===== src/rtl/game_pkg.sv =====
`default_nettype none
// +------------------------------------------------------------------+
// | game_pkg : shared game codes, sequencer phases, period defaults   |
// | Rev 1.0                                                           |
// +------------------------------------------------------------------+
package game_pkg;

  localparam logic [1:0] c_gs_running = 2'b00;
  localparam logic [1:0] c_gs_die     = 2'b01;
  localparam logic [1:0] c_gs_initial = 2'b10;

  localparam logic [1:0] c_dir_up    = 2'b00;
  localparam logic [1:0] c_dir_down  = 2'b01;
  localparam logic [1:0] c_dir_left  = 2'b10;
  localparam logic [1:0] c_dir_right = 2'b11;

  localparam int unsigned c_period_w     = 26;
  localparam int unsigned c_base_period  = 12_500_000;
  localparam int unsigned c_min_period   = 2_500_000;
  localparam int unsigned c_speedup_step = 250_000;

  typedef enum logic [2:0] {
    PH_IDLE  = 3'd0,
    PH_WAIT  = 3'd1,
    PH_MOVE  = 3'd2,
    PH_CHECK = 3'd3,
    PH_EVAL  = 3'd4,
    PH_DEAD  = 3'd5
  } phase_e;

endpackage
`default_nettype wire


===== src/rtl/step_timer.sv =====
`default_nettype none
// +------------------------------------------------------------------+
// | step_timer : length/slow scaled interval latch and pausable timer |
// | Rev 1.0                                                           |
// +------------------------------------------------------------------+
module step_timer
  import game_pkg::*;
#(
  parameter int unsigned BASE_PERIOD  = c_base_period,
  parameter int unsigned MIN_PERIOD   = c_min_period,
  parameter int unsigned SPEEDUP_STEP = c_speedup_step
) (
  input  logic       clk,
  input  logic       rst,
  input  logic       i_load,
  input  logic       i_run,
  input  logic       i_pause,
  input  logic       i_slow,
  input  logic [5:0] i_snake_length,
  output logic       o_expire
);

  localparam logic [25:0] c_base = 26'(BASE_PERIOD);
  localparam logic [25:0] c_min  = 26'(MIN_PERIOD);
  localparam logic [25:0] c_step = 26'(SPEEDUP_STEP);

  logic [25:0] period_q, period_d;
  logic [25:0] timer_q, timer_d;
  logic [5:0]  w_quarter;
  logic [25:0] w_reduce, w_diff, w_floor, w_period;

  assign o_expire = i_run && !i_pause && (timer_q == period_q - 26'd1);

  always_comb begin
    w_quarter = i_snake_length >> 2;
    w_reduce  = 26'(w_quarter) * c_step;
    // Clamp at zero first so a long body can never wrap the interval.
    w_diff    = (c_base > w_reduce) ? (c_base - w_reduce) : '0;
    w_floor   = (w_diff > c_min) ? w_diff : c_min;
    w_period  = i_slow ? {w_floor[24:0], 1'b0} : w_floor;

    period_d = i_load ? w_period : period_q;

    if (i_load || !i_run) begin
      timer_d = '0;
    end else if (i_pause) begin
      timer_d = timer_q;
    end else if (o_expire) begin
      timer_d = '0;
    end else begin
      timer_d = timer_q + 26'd1;
    end
  end

  always_ff @(posedge clk or negedge rst) begin
    if (!rst) begin
      period_q <= c_base;
      timer_q  <= '0;
    end else begin
      period_q <= period_d;
      timer_q  <= timer_d;
    end
  end

endmodule
`default_nettype wire


===== src/rtl/step_sequencer.sv =====
`default_nettype none
// +------------------------------------------------------------------+
// | step_sequencer : paces snake moves WAIT->MOVE->CHECK->EVAL        |
// | Rev 1.0                                                           |
// +------------------------------------------------------------------+
module step_sequencer
  import game_pkg::*;
#(
  parameter int unsigned BASE_PERIOD  = c_base_period,
  parameter int unsigned MIN_PERIOD   = c_min_period,
  parameter int unsigned SPEEDUP_STEP = c_speedup_step
) (
  input  logic        clk,
  input  logic        rst,
  input  logic [1:0]  game_state,
  input  logic        pause,
  input  logic        slow,
  input  logic [5:0]  snake_length,
  input  logic        move_ack,
  input  logic        hit,
  input  logic        get_food,
  output logic        move_req,
  output logic        check_en,
  output logic        grow_en,
  output logic        die_pulse,
  output logic [2:0]  phase,
  output logic [15:0] step_count
);

  phase_e      state_q, state_d;
  logic        move_req_q, move_req_d;
  logic        check_en_q, check_en_d;
  logic        grow_en_q, grow_en_d;
  logic        die_pulse_q, die_pulse_d;
  logic [15:0] step_count_q, step_count_d;
  logic        w_load;
  logic        w_expire;

  step_timer #(
    .BASE_PERIOD  (BASE_PERIOD),
    .MIN_PERIOD   (MIN_PERIOD),
    .SPEEDUP_STEP (SPEEDUP_STEP)
  ) u_step_timer (
    .clk            (clk),
    .rst            (rst),
    .i_load         (w_load),
    .i_run          (state_q == PH_WAIT),
    .i_pause        (pause),
    .i_slow         (slow),
    .i_snake_length (snake_length),
    .o_expire       (w_expire)
  );

  always_comb begin
    state_d      = state_q;
    step_count_d = step_count_q;
    grow_en_d    = 1'b0;
    die_pulse_d  = 1'b0;
    w_load       = 1'b0;

    if (game_state != c_gs_running) begin
      state_d = PH_IDLE;
    end else begin
      case (state_q)
        PH_IDLE: begin
          state_d      = PH_WAIT;
          step_count_d = '0;
          w_load       = 1'b1;
        end
        PH_WAIT:  if (w_expire) state_d = PH_MOVE;
        PH_MOVE:  if (move_ack) state_d = PH_CHECK;
        PH_CHECK: state_d = PH_EVAL;
        PH_EVAL: begin
          step_count_d = step_count_q + 16'd1;
          // Collision wins over food: a dying snake never grows.
          if (hit) begin
            state_d     = PH_DEAD;
            die_pulse_d = 1'b1;
          end else begin
            state_d   = PH_WAIT;
            grow_en_d = get_food;
            w_load    = 1'b1;
          end
        end
        PH_DEAD:  state_d = PH_DEAD;
        default:  state_d = PH_IDLE;
      endcase
    end

    move_req_d = (state_d == PH_MOVE);
    check_en_d = (state_d == PH_CHECK);
  end

  always_ff @(posedge clk or negedge rst) begin
    if (!rst) begin
      state_q      <= PH_IDLE;
      move_req_q   <= 1'b0;
      check_en_q   <= 1'b0;
      grow_en_q    <= 1'b0;
      die_pulse_q  <= 1'b0;
      step_count_q <= '0;
    end else begin
      state_q      <= state_d;
      move_req_q   <= move_req_d;
      check_en_q   <= check_en_d;
      grow_en_q    <= grow_en_d;
      die_pulse_q  <= die_pulse_d;
      step_count_q <= step_count_d;
    end
  end

  assign move_req   = move_req_q;
  assign check_en   = check_en_q;
  assign grow_en    = grow_en_q;
  assign die_pulse  = die_pulse_q;
  assign phase      = state_q;
  assign step_count = step_count_q;

endmodule
`default_nettype wire


===== config.mk =====
export PLATFORM = sky130hd
export DESIGN_NAME = step_sequencer
export DESIGN_NICKNAME = d
export VERILOG_FILES = /design/src/rtl/game_pkg.sv /design/src/rtl/step_timer.sv /design/src/rtl/step_sequencer.sv
export SDC_FILE = /design/constraint.sdc
export NUM_CORES = 1
export LEC_CHECK = 0
export BUFFER_PORTS_ARGS = -buffer_cell sky130_fd_sc_hd__buf_2
export CORE_ASPECT_RATIO = 1.4
export CORE_UTILIZATION = 40
export DETAILED_ROUTE_END_ITERATION = 10
export PLACE_DENSITY_LB_ADDON = 0.1
export SKIP_LAST_GASP = 1
export SLEW_MARGIN = 40
export SYNTH_ARGS = -nofsm -noshare
export SYNTH_HDL_FRONTEND = slang
export SYNTH_SLANG_ARGS = --single-unit

===== constraint.sdc =====
create_clock -name clk -period 4.13 [get_ports clk]
set_input_delay 0.413 -clock clk [delete_from_list [all_inputs] [get_ports clk]]
set_output_delay 0.413 -clock clk [all_outputs]
set_load 0.1 [all_outputs]

# Word-level counts from Yosys, hierarchy flattened
# Index checks and enable logic that the tools add are counted.
totals:
  regBits: 75
  latch_bits: 0
  ram_bits: 0
  mem_bits_ro: 0
  inputBits: 15
  n_memories: 0
classes:
  add_sub_neg: 4
  mul: 1
  div: 0
  order_cmp: 2
  n_eq_ne: 9
  shift: 0
  muxes: 21
  n_bitwise: 1
  n_reduce_logical: 9
ops:
  columns: ["operator", "n"]
  rows:
  - ["$mux 26", 6]
  - ["$pmux 16 s2", 1]
  - ["$add 26x1->26 const B", 1]
  - ["$eq 26x26->1", 1]
  - ["$gt 26x22->1 const B", 1]
  - ["$sub 26x1->26 const B", 1]
  - ["$sub 24x24->25 const A", 1]
  - ["$gt 24x24->1 const A", 1]
  - ["$mul 4x14->18 const B", 1]
  - ["$pmux 3 s6", 1]
  - ["$add 16x1->16 const B", 1]
  - ["$eq 3x2->1 const B", 4]
  - ["$mux 3", 4]
  - ["$mux 1", 8]
  - ["$eq 3x3->1 const B", 2]
  - ["$reduce_bool 2->1", 2]
  - ["$eq 3x1->1 const B", 1]
  - ["$logic_not 3->1", 1]
  - ["$logic_and 1x1->1", 2]
  - ["$logic_not 1->1", 2]
  - ["$ne 2x1->1 const B", 1]
  - ["$pmux 1 s2", 1]
  - ["$reduce_and 2->1", 1]
  - ["$logic_or 1x1->1", 1]
  - ["$not 1->1", 1]

# Logic depth before layout (Yosys ltp)
# Gate-level depths: netlist of the first run.
logic_depth:
  ltp_word: 7
  ltp_mapped: 13
  ltp_nobuf: 13

# Cells and area by module
# From an unflattened synthesis of the first run, not the netlist that was laid out.
hier_totals:
  hier_cells: 632
  hier_area_um2: 5388.9
modules_own_cells:
  columns: ["module", "n_inst", "cells_per_inst", "area_each_um2", "seq_area_each_um2"]
  rows:
  - ["step_timer", 1, 512, 4254.1, 1191.1]
  - ["step_sequencer", 1, 120, 1134.8, 575.6]

# Worst setup path before layout of the first run
# No wires, ideal clock.
synth_timing:
  kind: "input port to flip-flop"
  start: "input port snake_length[3]"
  end: "register u_step_timer.period_q[23]"
  arrival_time_ns: 3.265
  setup_slack_ns: 0.783
  stages: 12
  n_path_buf: 0
  cell_sequence: "fa_1 -> inv_1 -> fa_1 -> inv_1 -> ha_1 -> a21oi_1 -> xnor2_1 -> nor3b_1 -> nand3b_1 -> nor3b_1 -> nor3_1 -> a211o_1"
synth_via:
  elab_chain_cells: 6
  elab_cells_between_ends: 7
synth_lines:
  columns: ["item", "line", "rtl"]
  rows:
  - ["start: declaration", "step_sequencer.sv:18", "input logic [5:0] snake_length,"]
  - ["$mul 4x14->18 (*)", "step_timer.sv:36", "w_reduce = 26'(w_quarter) * c_step;"]
  - ["$sub 24x24->25 / $gt 24x24->1 (equally long branches)", "step_timer.sv:38", "w_diff = (c_base > w_reduce) ? (c_base - w_reduce) : '0;"]
  - ["$mux 26 (*)", "step_timer.sv:38", null]
  - ["$gt 26x22->1", "step_timer.sv:39", "w_floor = (w_diff > c_min) ? w_diff : c_min;"]
  - ["$mux 26 (*)", "step_timer.sv:39", null]
  - ["$mux 26 (*)", "step_timer.sv:40", "w_period = i_slow ? {w_floor[24:0], 1'b0} : w_floor;"]
  - ["end signal: assignment", "step_timer.sv:57", "period_q <= c_base;"]
  - ["end signal: assignment", "step_timer.sv:60", "period_q <= period_d;"]
  - ["end: declaration", "step_timer.sv:27", "logic [25:0] period_q, period_d;"]
# Every way passes the cells marked *; elsewhere a longest branch is shown, timed or not.
# A chain may end at the register's enable or synchronous reset.

# Worst setup path after layout of the first run
layout_timing:
  start: "register u_step_timer.period_q[4]"
  end: "register state_q[1], in the netlist phase[1]"
layout_via:
  elab_chain_cells: 6
layout_lines:
  columns: ["item", "line", "rtl"]
  rows:
  - ["$sub 26x1->26", "step_timer.sv:32", "assign o_expire = i_run && !i_pause && (timer_q == period_q - 26'd1);"]
  - ["$eq 26x26->1", "step_timer.sv:32", null]
  - ["$logic_and 1x1->1", "step_timer.sv:32", null]
  - ["$mux 3", "step_sequencer.sv:70", "PH_WAIT: if (w_expire) state_d = PH_MOVE;"]
  - ["$pmux 3 s6", "step_sequencer.sv:64", "case (state_q)"]
  - ["$mux 3", "step_sequencer.sv:61", "if (game_state != c_gs_running) begin"]
  - ["via state_d[1]", "step_sequencer.sv:30", "phase_e state_q, state_d;"]
  - ["end signal: assignment", "step_sequencer.sv:103", "state_q <= state_d;"]
  - ["end: declaration", "step_sequencer.sv:30", null]
# The timed path passes the listed nets, and every way through them passes these cells.

==> impl_metrics.py, run 1 <==
metrics = {
    "routing": {
        "vias": 4836,
        "first_iter_violations": 296,
        "wl_per_cell_um": 15.2,
        "drt.antenna.violating_nets": 0,
        "viasPerCell": 5.59,
        "dr.pass1.iters": 5,
        "wl_um": 13200,
        "drc": 0,
    },
    "floorplan": {
        "start_util": 0.409,
        "die_x_um": 101,
        "core_area_um2": 13400,
        "dieHeight_um": 140,
        "die_area_um2": 14200,
        "fp-row-count": 50,
        "io_pins": 38,
    },
    "outcome": {
        "status": "complete, no violations",
    },
    "synthesis": {
        "ys_warn_count": 0,
        "avgSynthCellArea_um2": 8.34,
        "synth_xor_area_frac": 0.0736,
        "ys_async_sr_fraction": 1.00,
        "synthesis.area_um2": 5480,
        "synth_top_family_by_area": "simple AND/OR/NAND/NOR gates",
        "synthSimpleGateAreaFrac": 0.293,
        "synth_common_cells": "nand2_1, dfrtp_1, nor2_1",
        "synth_area_leaders": "dfrtp_1, dfstp_2, ha_1",
        "synthesis.nets": 701,
        "synth_top_cell_area_share": 0.265,
        "synth_compound_area_frac": 0.153,
        "synth-seq-cells": 70,
        "yosysMostFrequentCell": "nand2_1",
        "synth_fa_ha_area_frac": 0.0731,
        "synthDistinctLibCells": 68,
        "synthMuxAreaShare": 0.0350,
        "yosysSeqAreaShare": 0.323,
        "yosys.area.top_type": "dfrtp_1",
        "syn_inst": 657,
        "synth_edf_count": 0,
        "ys.flop_type": "dfrtp_1",
    },
    "place": {
        "portBuffers": 35,
        "place_hpwl_um": 9880,
        "gp_congestion": 0.961,
    },
    "cts": {
        "cts_tree": "done",
        "path_clk_slew_ns": 0.06,
        "cts_setup_buffers": 0,
        "holdBufCountCts": 0,
        "root_buffer": "clkbuf_16",
        "cts_resized": 0,
        "cts.sinks": 70,
        "clock_latency_ns": 0.34,
        "htree_levels": 3,
        "clk_path_buf_depth": 2,
        "cts_buffers": 9,
    },
    "cells_and_area": {
        "area_delta_synth_final_pct": 12.6,
        "seqCellArea_um2": 1770,
        "antenna_cells": 0,
        "nFillCells": 1360,
        "layout-drive-gt1-share": 0.133,
        "multi_input_area_um2": 3450,
        "fin_nets": 722,
    },
    "sta": {
        "rsz0062_at_grt": "no",
        "fin_crit_sh": 0.865,
        "min_period_ns": 3.57,
        "slew_viol_final": 0,
        "slew_headroom": 0.483,
        "fin_tns_setup_ns": 0,
        "setup_viol": 0,
        "fmax_mhz": 280,
        "tightestPinTransition_ns": 0.756,
        "hold_viol_final": 0,
        "finalClockSkew_ns": 0.00780,
    },
    "setup_path": {
        "required_ns": 4.37,
        "r2r-end": "phase[1]",
        "worstSetupEndpointType": "flop",
        "max_stage_delay_ns": 0.57,
        "worst_path_most_repeated_cell": "a221oi_1",
        "reg2reg_depth": 10,
        "r2r_slack_ns": 0.56,
        "critPathTopFamily": "simple AND/OR/NAND/NOR gates",
        "start_kind": "flop",
        "path_depth": 10,
        "r2r-start": "u_step_timer.period_q[4]",
        "path_buf_inv": 2,
        "crit_arrival_ns": 3.81,
        "critical-path-slowest-cell": "or3b_2",
        "cp_cell_sequence": "inv_1, ha_1, or3b_2, o41ai_1, a32oi_1, a221oi_1, and4_1, nand4_1, buf_4, a221oi_1",
        "critical_path_class": "reg2reg",
        "cp_max_fo": 12,
    },
    "worst_hold_path": {
        "hold_path.class": "in2async",
    },
    "grt": {
        "antenna_found_initial": 0,
        "gr-total-overflow": 0,
        "grt_use_met3": 0.0299,
        "grt_pass1_vias": 4679,
        "gr-usage-met1": 0.229,
        "globalRouteTotalUtil": 0.199,
        "grt_max_degree": 40,
        "grt.met2_usage": 0.367,
        "grt.busiest_layer": "met2",
        "grt_pass1_wl_um": 22600,
    },
    "power_and_ir_drop": {
        "p_leak_uw": 0.00264,
        "power_density_nw_per_um2": 399,
        "ir_drop_v": 0.000191,
        "power_uw": 2460,
    },
    "job": {
        "max_cap_violations": 0,
    },
}
## cell type report
type	count	area share
clock buffers	10	0.0371
clock inverters	6	0.0178
inverters	34	0.0207
multi-input cells	517	0.559
flip-flops and latches	70	0.286
well taps	182	0.0369
repair buffers	46	0.0422
## power by group
part | total (uW) | switching [uW] | internal (uW)
logic | 701 | 409 | 292
clock network | 892 | 303 | 589
registers | 871 | 98.8 | 772
## worst max path at each step
| stage | start | slack, ns | endpoint |
|---|---|---|---|
| 2_1_floorplan | snake_length[3] | 0.78 | u_step_timer.period_q[23] |
| 3_3_place_gp | snake_length[3] | 0.35 | u_step_timer.period_q[23] |
| 3_5_place_dp | snake_length[3] | 0.31 | u_step_timer.period_q[23] |
| 4_1_cts | u_step_timer.period_q[4] | 0.64 | move_req |
| 5_1_grt | u_step_timer.period_q[4] | 0.31 | move_req |
| 6_report | u_step_timer.period_q[4] | 0.56 | phase[1] |
## cells in the final DEF, fill, tap and decap left out, drive strengths merged, types with 5 or more instances in the layout
cell,instances
nand2,78
dfrtp,58
buf,46
nor2,44
nand3,37
inv,34
o21ai,33
xnor2,31
nor3,30
ha,24
a21oi,23
mux2i,18
nand4,17
xor2,15
o211ai,15
and3,13
dfstp,12
nor2b,10
clkbuf,10
nor4,10
or3,8
nand2b,7
a31oi,7
or4,6
and2,6
nor3b,6
a2111oi,6
nand3b,5
nand4b,5
o21a,5
fa,5
or2,5
## sequential cells by signal, indices dropped and copies added, names as in the netlist
| register | count |
|---|---|
| u_step_timer.period_q | 21 |
| grow_en | 1 |
| phase | 3 |
| u_step_timer.timer_q | 26 |
| check_en | 1 |
| step_count | 16 |
| move_req | 1 |
| die_pulse | 1 |
## metrics by stage
| stage | area (um2) | util | instances | setup slack, ns | hold WS, ns |
|---|---|---|---|---|---|
| 4_1_cts | 6170 | 0.461 | 865 | 0.641 | 0.0715 |
| 5_1_grt | 6170 | 0.461 | 865 | 0.311 | 0.0936 |
| 2_1_floorplan | 5480 | - | 657 | 0.783 | 0.117 |
| 3_3_place_gp | 5820 | 0.435 | 849 | 0.346 | 0.488 |
| 6_report | 6170 | 0.461 | 865 | 0.558 | 0.0408 |
| 3_5_place_dp | 5830 | 0.435 | 849 | 0.311 | 0.427 |
## cell families after synthesis
| logic type | after synthesis |
|---|---|
| fa+ha+maj | 29 |
| flops | 70 |
| buf+inv | 70 |
| xor+xnor | 46 |
| mux | 19 |
| compound gates | 122 |
| simple gates | 301 |
## metal layers
layer  vias to the layer above  part of all wire
li1                       2417                 -
met2                        99              0.53
met4                         0             0.023
met5                         -                 0
met1                      2297              0.42
met3                        23             0.026
Note: power is estimated with default switching activity, not from simulation.
==> inputs of run 2 (changes only) <==
CORE_ASPECT_RATIO = unset   (was 1.4)
==> impl_metrics.py, run 2 (synthesis gave the netlist of run 1 again) <==
metrics = {
    "power_and_ir_drop": {
        "combPwrFrac": 0.276,
        "net-switching-power_uw": 817,
        "clkPwrFrac": 0.372,
        "swShare": 0.327,
        "power.internal_uw": 1680,
        "p_leak_uw": 0.00266,
        "ir_drop_v": 0.000226,
        "power_uw": 2500,
        "seqPwrFrac": 0.351,
        "power_density_nw_per_um2": 404,
    },
    "cells_and_area": {
        "largest_reg_flops": 26,
        "layout-drive-gt1-share": 0.136,
        "top_register": "u_step_timer.timer_q",
        "design_area_um2": 6180,
        "antenna_cells": 0,
        "area_delta_synth_final_pct": 12.9,
        "fin_nets": 723,
        "final_common_cell": "nand2_1",
        "final_cell_mix": "nand2_1, dfrtp_1, nor2_1, nand3_1, buf_2",
    },
    "setup_path": {
        "path_buf_inv": 3,
        "r2r_slack_ns": 0.74,
        "crit_arrival_ns": 3.61,
        "cp_max_fo": 12,
        "cp-startpoint": "snake_length[3]",
        "critical-path-slowest-cell": "fa_1",
        "max_stage_delay_ns": 0.54,
        "r2r-start": "u_step_timer.period_q[4]",
        "critical_path_class": "in2reg",
        "reg2reg_depth": 11,
        "path_depth": 14,
        "cp_cell_sequence": "buf_2, inv_1, ha_1, fa_1, inv_1, fa_1, nor2b_1, o21a_1, o21ai_0, and3b_1, nor3_1, xnor2_1, a21oi_1, o21ai_0",
        "r2r-end": "u_step_timer.timer_q[7]",
        "worstSetupEndpointType": "flop",
        "required_ns": 4.34,
        "critPathTopFamily": "adder cells",
        "start_kind": "primary input",
    },
    "sta": {
        "finalClockSkew_ns": 0.0104,
        "fin_tns_setup_ns": 0,
        "slew_headroom": 0.478,
        "fin_crit_sh": 0.824,
        "setup_ws_ns": 0.727,
        "min_period_ns": 3.40,
        "fmax_mhz": 294,
        "setup_viol": 0,
        "tightestPinTransition_ns": 0.764,
        "slew_viol_final": 0,
        "hold_viol_final": 0,
        "rsz0062_at_grt": "no",
    },
    "cts": {
        "htree_levels": 3,
        "cts_setup_buffers": 0,
        "cts.sinks": 70,
        "cts_buffers": 9,
        "path_clk_slew_ns": 0.06,
        "clock_latency_ns": 0.35,
        "cts_tree": "done",
        "root_buffer": "clkbuf_16",
        "clk_path_buf_depth": 2,
        "cts_resized": 0,
        "holdBufCountCts": 0,
    },
    "floorplan": {
        "start_util": 0.412,
        "die_x_um": 119,
        "core_area_um2": 13300,
        "die_area_um2": 14200,
        "fp-row-count": 42,
        "io_pins": 38,
        "dieHeight_um": 119,
    },
    "job": {
        "max_cap_violations": 0,
    },
    "routing": {
        "drc": 0,
        "drt.antenna.violating_nets": 0,
        "vias": 4740,
        "wl_um": 13200,
        "viasPerCell": 5.51,
        "dr.pass1.iters": 5,
        "first_iter_violations": 234,
        "wl_per_cell_um": 15.3,
    },
    "grt": {
        "gr-total-overflow": 0,
        "globalRouteTotalUtil": 0.201,
        "grt_pass1_vias": 4599,
        "grt_max_degree": 49,
        "antenna_found_initial": 0,
        "grt_pass1_wl_um": 22700,
    },
    "outcome": {
        "status": "complete, no violations",
    },
    "place": {
        "place_area_um2": 5820,
        "place_hpwl_um": 9830,
        "dp_worst_setup_slack_ns": 0.347,
        "gp_congestion": 0.828,
        "portBuffers": 35,
    },
    "worst_hold_path": {
        "hold_path.class": "in2async",
    },
}
==> run 2: cell types whose count changed in the layout (fill, tap and decap cells not counted), sizes merged <==
cell,delta
buf,+1
inv,+2
clkinvlp,-2
==> run 2: layer usage <==
layer  vias to the layer above  part of all wire  track usage
met5                         -                 0            0
met4                         0             0.020       0.0886
met3                        15             0.022       0.0321
met2                        53              0.46        0.315
met1                      2259              0.49        0.272
li1                       2413                 -            -
==> run 2: layout make-up <==
type / count / area (um2)
Clock buffer: 10 / 239
Clock inverter: 6 / 116
Fill cell: 1325 / 7110
Inverter: 34 / 128
Multi-Input combinational cell: 517 / 3450
Sequential cell: 70 / 1770
Tap cell: 176 / 220
Timing Repair Buffer: 47 / 265
==> run 2: worst register-to-register path, cell delays in order, from the launching register on <==
cell and delay (ns):
dfrtp_1 0.46, inv_1 0.11, ha_1 0.22, or3b_2 0.54, o41ai_1 0.36, a32oi_1 0.09
a221oi_1 0.34, and4_1 0.24, nand4_1 0.33, buf_4 0.32, a31oi_1 0.16, mux2i_1 0.09
==> run 2: how the worst max path moves through the flow <==
stage                                     end
global placement    u_step_timer.period_q[22]
CTS                 u_step_timer.period_q[22]
floorplan           u_step_timer.period_q[23]
detailed placement  u_step_timer.period_q[22]
finish              u_step_timer.period_q[22]
global route        u_step_timer.period_q[23]
==> run 2: stage by stage <==
step	cells	hold slack, ns	util
after floorplan	657	0.117	-
after global placement	844	0.434	0.438
after detailed placement	844	0.434	0.438
after CTS	860	0.0642	0.465
after global routing	860	0.0964	0.465
final	860	0.0518	0.465
==> run 2: power groups by stage <==
| stage | registers [uW] | clock network (uW) | logic [uW] |
|---|---|---|---|
| floorplan | 842 | 0 | 546 |
| global placement | 885 | 0 | 676 |
| detailed placement | 889 | 0 | 687 |
| CTS | 876 | 951 | 694 |
| global route | 894 | 979 | 773 |
| finish | 877 | 930 | 690 |
==> inputs of run 3 (changes only) <==
clock period = 3.28 ns   (was 4.13 ns; I/O delays follow)
==> impl_metrics.py, run 3 (synthesis gave the netlist of run 1 again) <==
metrics = {
    "cells_and_area": {
        "final_cell_mix": "nand2_1, dfrtp_1, nor2_1, nand3_1, buf_2",
        "seqCellArea_um2": 1770,
        "antenna_cells": 0,
        "area_delta_synth_final_pct": 15.4,
        "layout-drive-gt1-share": 0.167,
        "multi_input_area_um2": 3460,
        "final_common_cell": "nand2_1",
        "top_register": "u_step_timer.timer_q",
        "nFillCells": 1308,
        "fin_nets": 746,
        "largest_reg_flops": 26,
    },
    "worst_hold_path": {
        "hold_path.class": "in2async",
    },
    "outcome": {
        "status": "complete, no violations",
    },
    "power_and_ir_drop": {
        "ir_drop_v": 0.000273,
        "power_uw": 3030,
        "power_density_nw_per_um2": 480,
        "p_leak_uw": 0.00275,
    },
    "sta": {
        "min_period_ns": 3.12,
        "fmax_mhz": 320,
        "tightestPinTransition_ns": 0.640,
        "setup_viol": 0,
        "fin_tns_setup_ns": 0,
        "fin_crit_sh": 0.952,
        "slew_headroom": 0.573,
        "finalClockSkew_ns": 0.00928,
        "slew_viol_final": 0,
        "hold_viol_final": 0,
    },
    "job": {
        "max_cap_violations": 0,
    },
    "grt": {
        "grt_pass1_vias": 4720,
        "grt_max_degree": 71,
        "globalRouteTotalUtil": 0.200,
        "gr-total-overflow": 0,
        "grt_pass1_wl_um": 22800,
        "antenna_found_initial": 0,
    },
    "setup_path": {
        "reg2reg_depth": 9,
        "crit_arrival_ns": 3.35,
        "r2r-end": "u_step_timer.timer_q[7]",
        "worstSetupEndpointType": "flop",
        "required_ns": 3.51,
        "critical_path_class": "reg2reg",
        "start_kind": "flop",
        "r2r-start": "u_step_timer.period_q[11]",
        "cp_max_fo": 23,
        "r2r_slack_ns": 0.16,
    },
    "cts": {
        "path_clk_slew_ns": 0.06,
        "root_buffer": "clkbuf_16",
        "htree_levels": 3,
        "clk_path_buf_depth": 2,
        "cts.sinks": 70,
        "holdBufCountCts": 0,
        "cts_tree": "done",
        "clock_latency_ns": 0.35,
        "cts_buffers": 9,
    },
    "routing": {
        "drt.antenna.violating_nets": 0,
        "dr.pass1.iters": 6,
        "wl_um": 13300,
        "viasPerCell": 5.49,
        "drc": 0,
        "first_iter_violations": 249,
        "vias": 4851,
        "wl_per_cell_um": 15.0,
    },
    "place": {
        "gp_congestion": 0.875,
        "place_hpwl_um": 9920,
        "portBuffers": 35,
    },
    "floorplan": {
        "core_area_um2": 13300,
        "io_pins": 38,
        "fp-row-count": 42,
        "die_x_um": 119,
        "start_util": 0.412,
        "die_area_um2": 14200,
        "dieHeight_um": 119,
    },
}
run 3: changes by cell type in the layout (fill, tap and decap cells not counted), moves of 2 or more:
cell / change
buf_4: +22
bufinv_16: -2
clkinv_2: +2
clkinvlp_4: +2
run 3: worst max path at each step:
stage                                    startpoint                        end  slack [ns]  cells after the start
after global routing       u_step_timer.period_q[5]    u_step_timer.timer_q[7]     -0.0004                     11
final                     u_step_timer.period_q[11]    u_step_timer.timer_q[7]        0.16                      9
after detailed placement            snake_length[3]  u_step_timer.period_q[23]       -0.19                     15
after CTS                  u_step_timer.period_q[5]    u_step_timer.timer_q[7]        0.13                     11
after global placement              snake_length[3]  u_step_timer.period_q[23]       -0.15                     14
after floorplan                     snake_length[3]  u_step_timer.period_q[23]        0.02                     12
run 3: critical path, cell delays in order, from the launching register on:
cell and delay, ns:
dfstp_2 0.39, or4_1 0.66, or2_1 0.31, o41ai_1 0.44, and4_1 0.28, and4_1 0.18, nand4_1 0.18, buf_4 0.28
a31oi_1 0.19, mux2i_1 0.09
run 3: power by group:
part	internal (uW)	switching, uW
Clock	589	396
Combinational	429	521
Sequential	973	123
Total	1990	1040
run 3: repair_timing:
action                                  CTS  global route
setup buffers                             0             0
endpoints found under the setup margin    0             4
resized for setup                         0             4
run 3: routing by layer:
metal / GRT usage / vias to the layer above / routed length (um)
met1: 0.263 / 2295 / 6410
met3: 0.0273 / 20 / 379
met4: 0.0926 / 0 / 307
met5: 0 / - / 0
met2: 0.323 / 85 / 6160
li1: - / 2451 / -
run 3: layout make-up:
cell class,instances,area share
clock buffers,9,0.0356
well taps,176,0.0349
multi-input cells,517,0.548
inverters,34,0.0202
flip-flops and latches,70,0.280
clock inverters,7,0.0115
repair buffers,70,0.0699
run 3: through the flow:
stage	setup WS, ns	std cells	instance area [um2]	hold WS, ns	utilization
after global placement	-0.147	867	6000	0.494	0.451
final	0.157	883	6320	0.0885	0.475
after detailed placement	-0.185	867	6000	0.481	0.451
after CTS	0.127	883	6300	0.112	0.474
after floorplan	0.0178	657	5480	0.0324	-
after global routing	-0.000405	883	6320	0.158	0.475
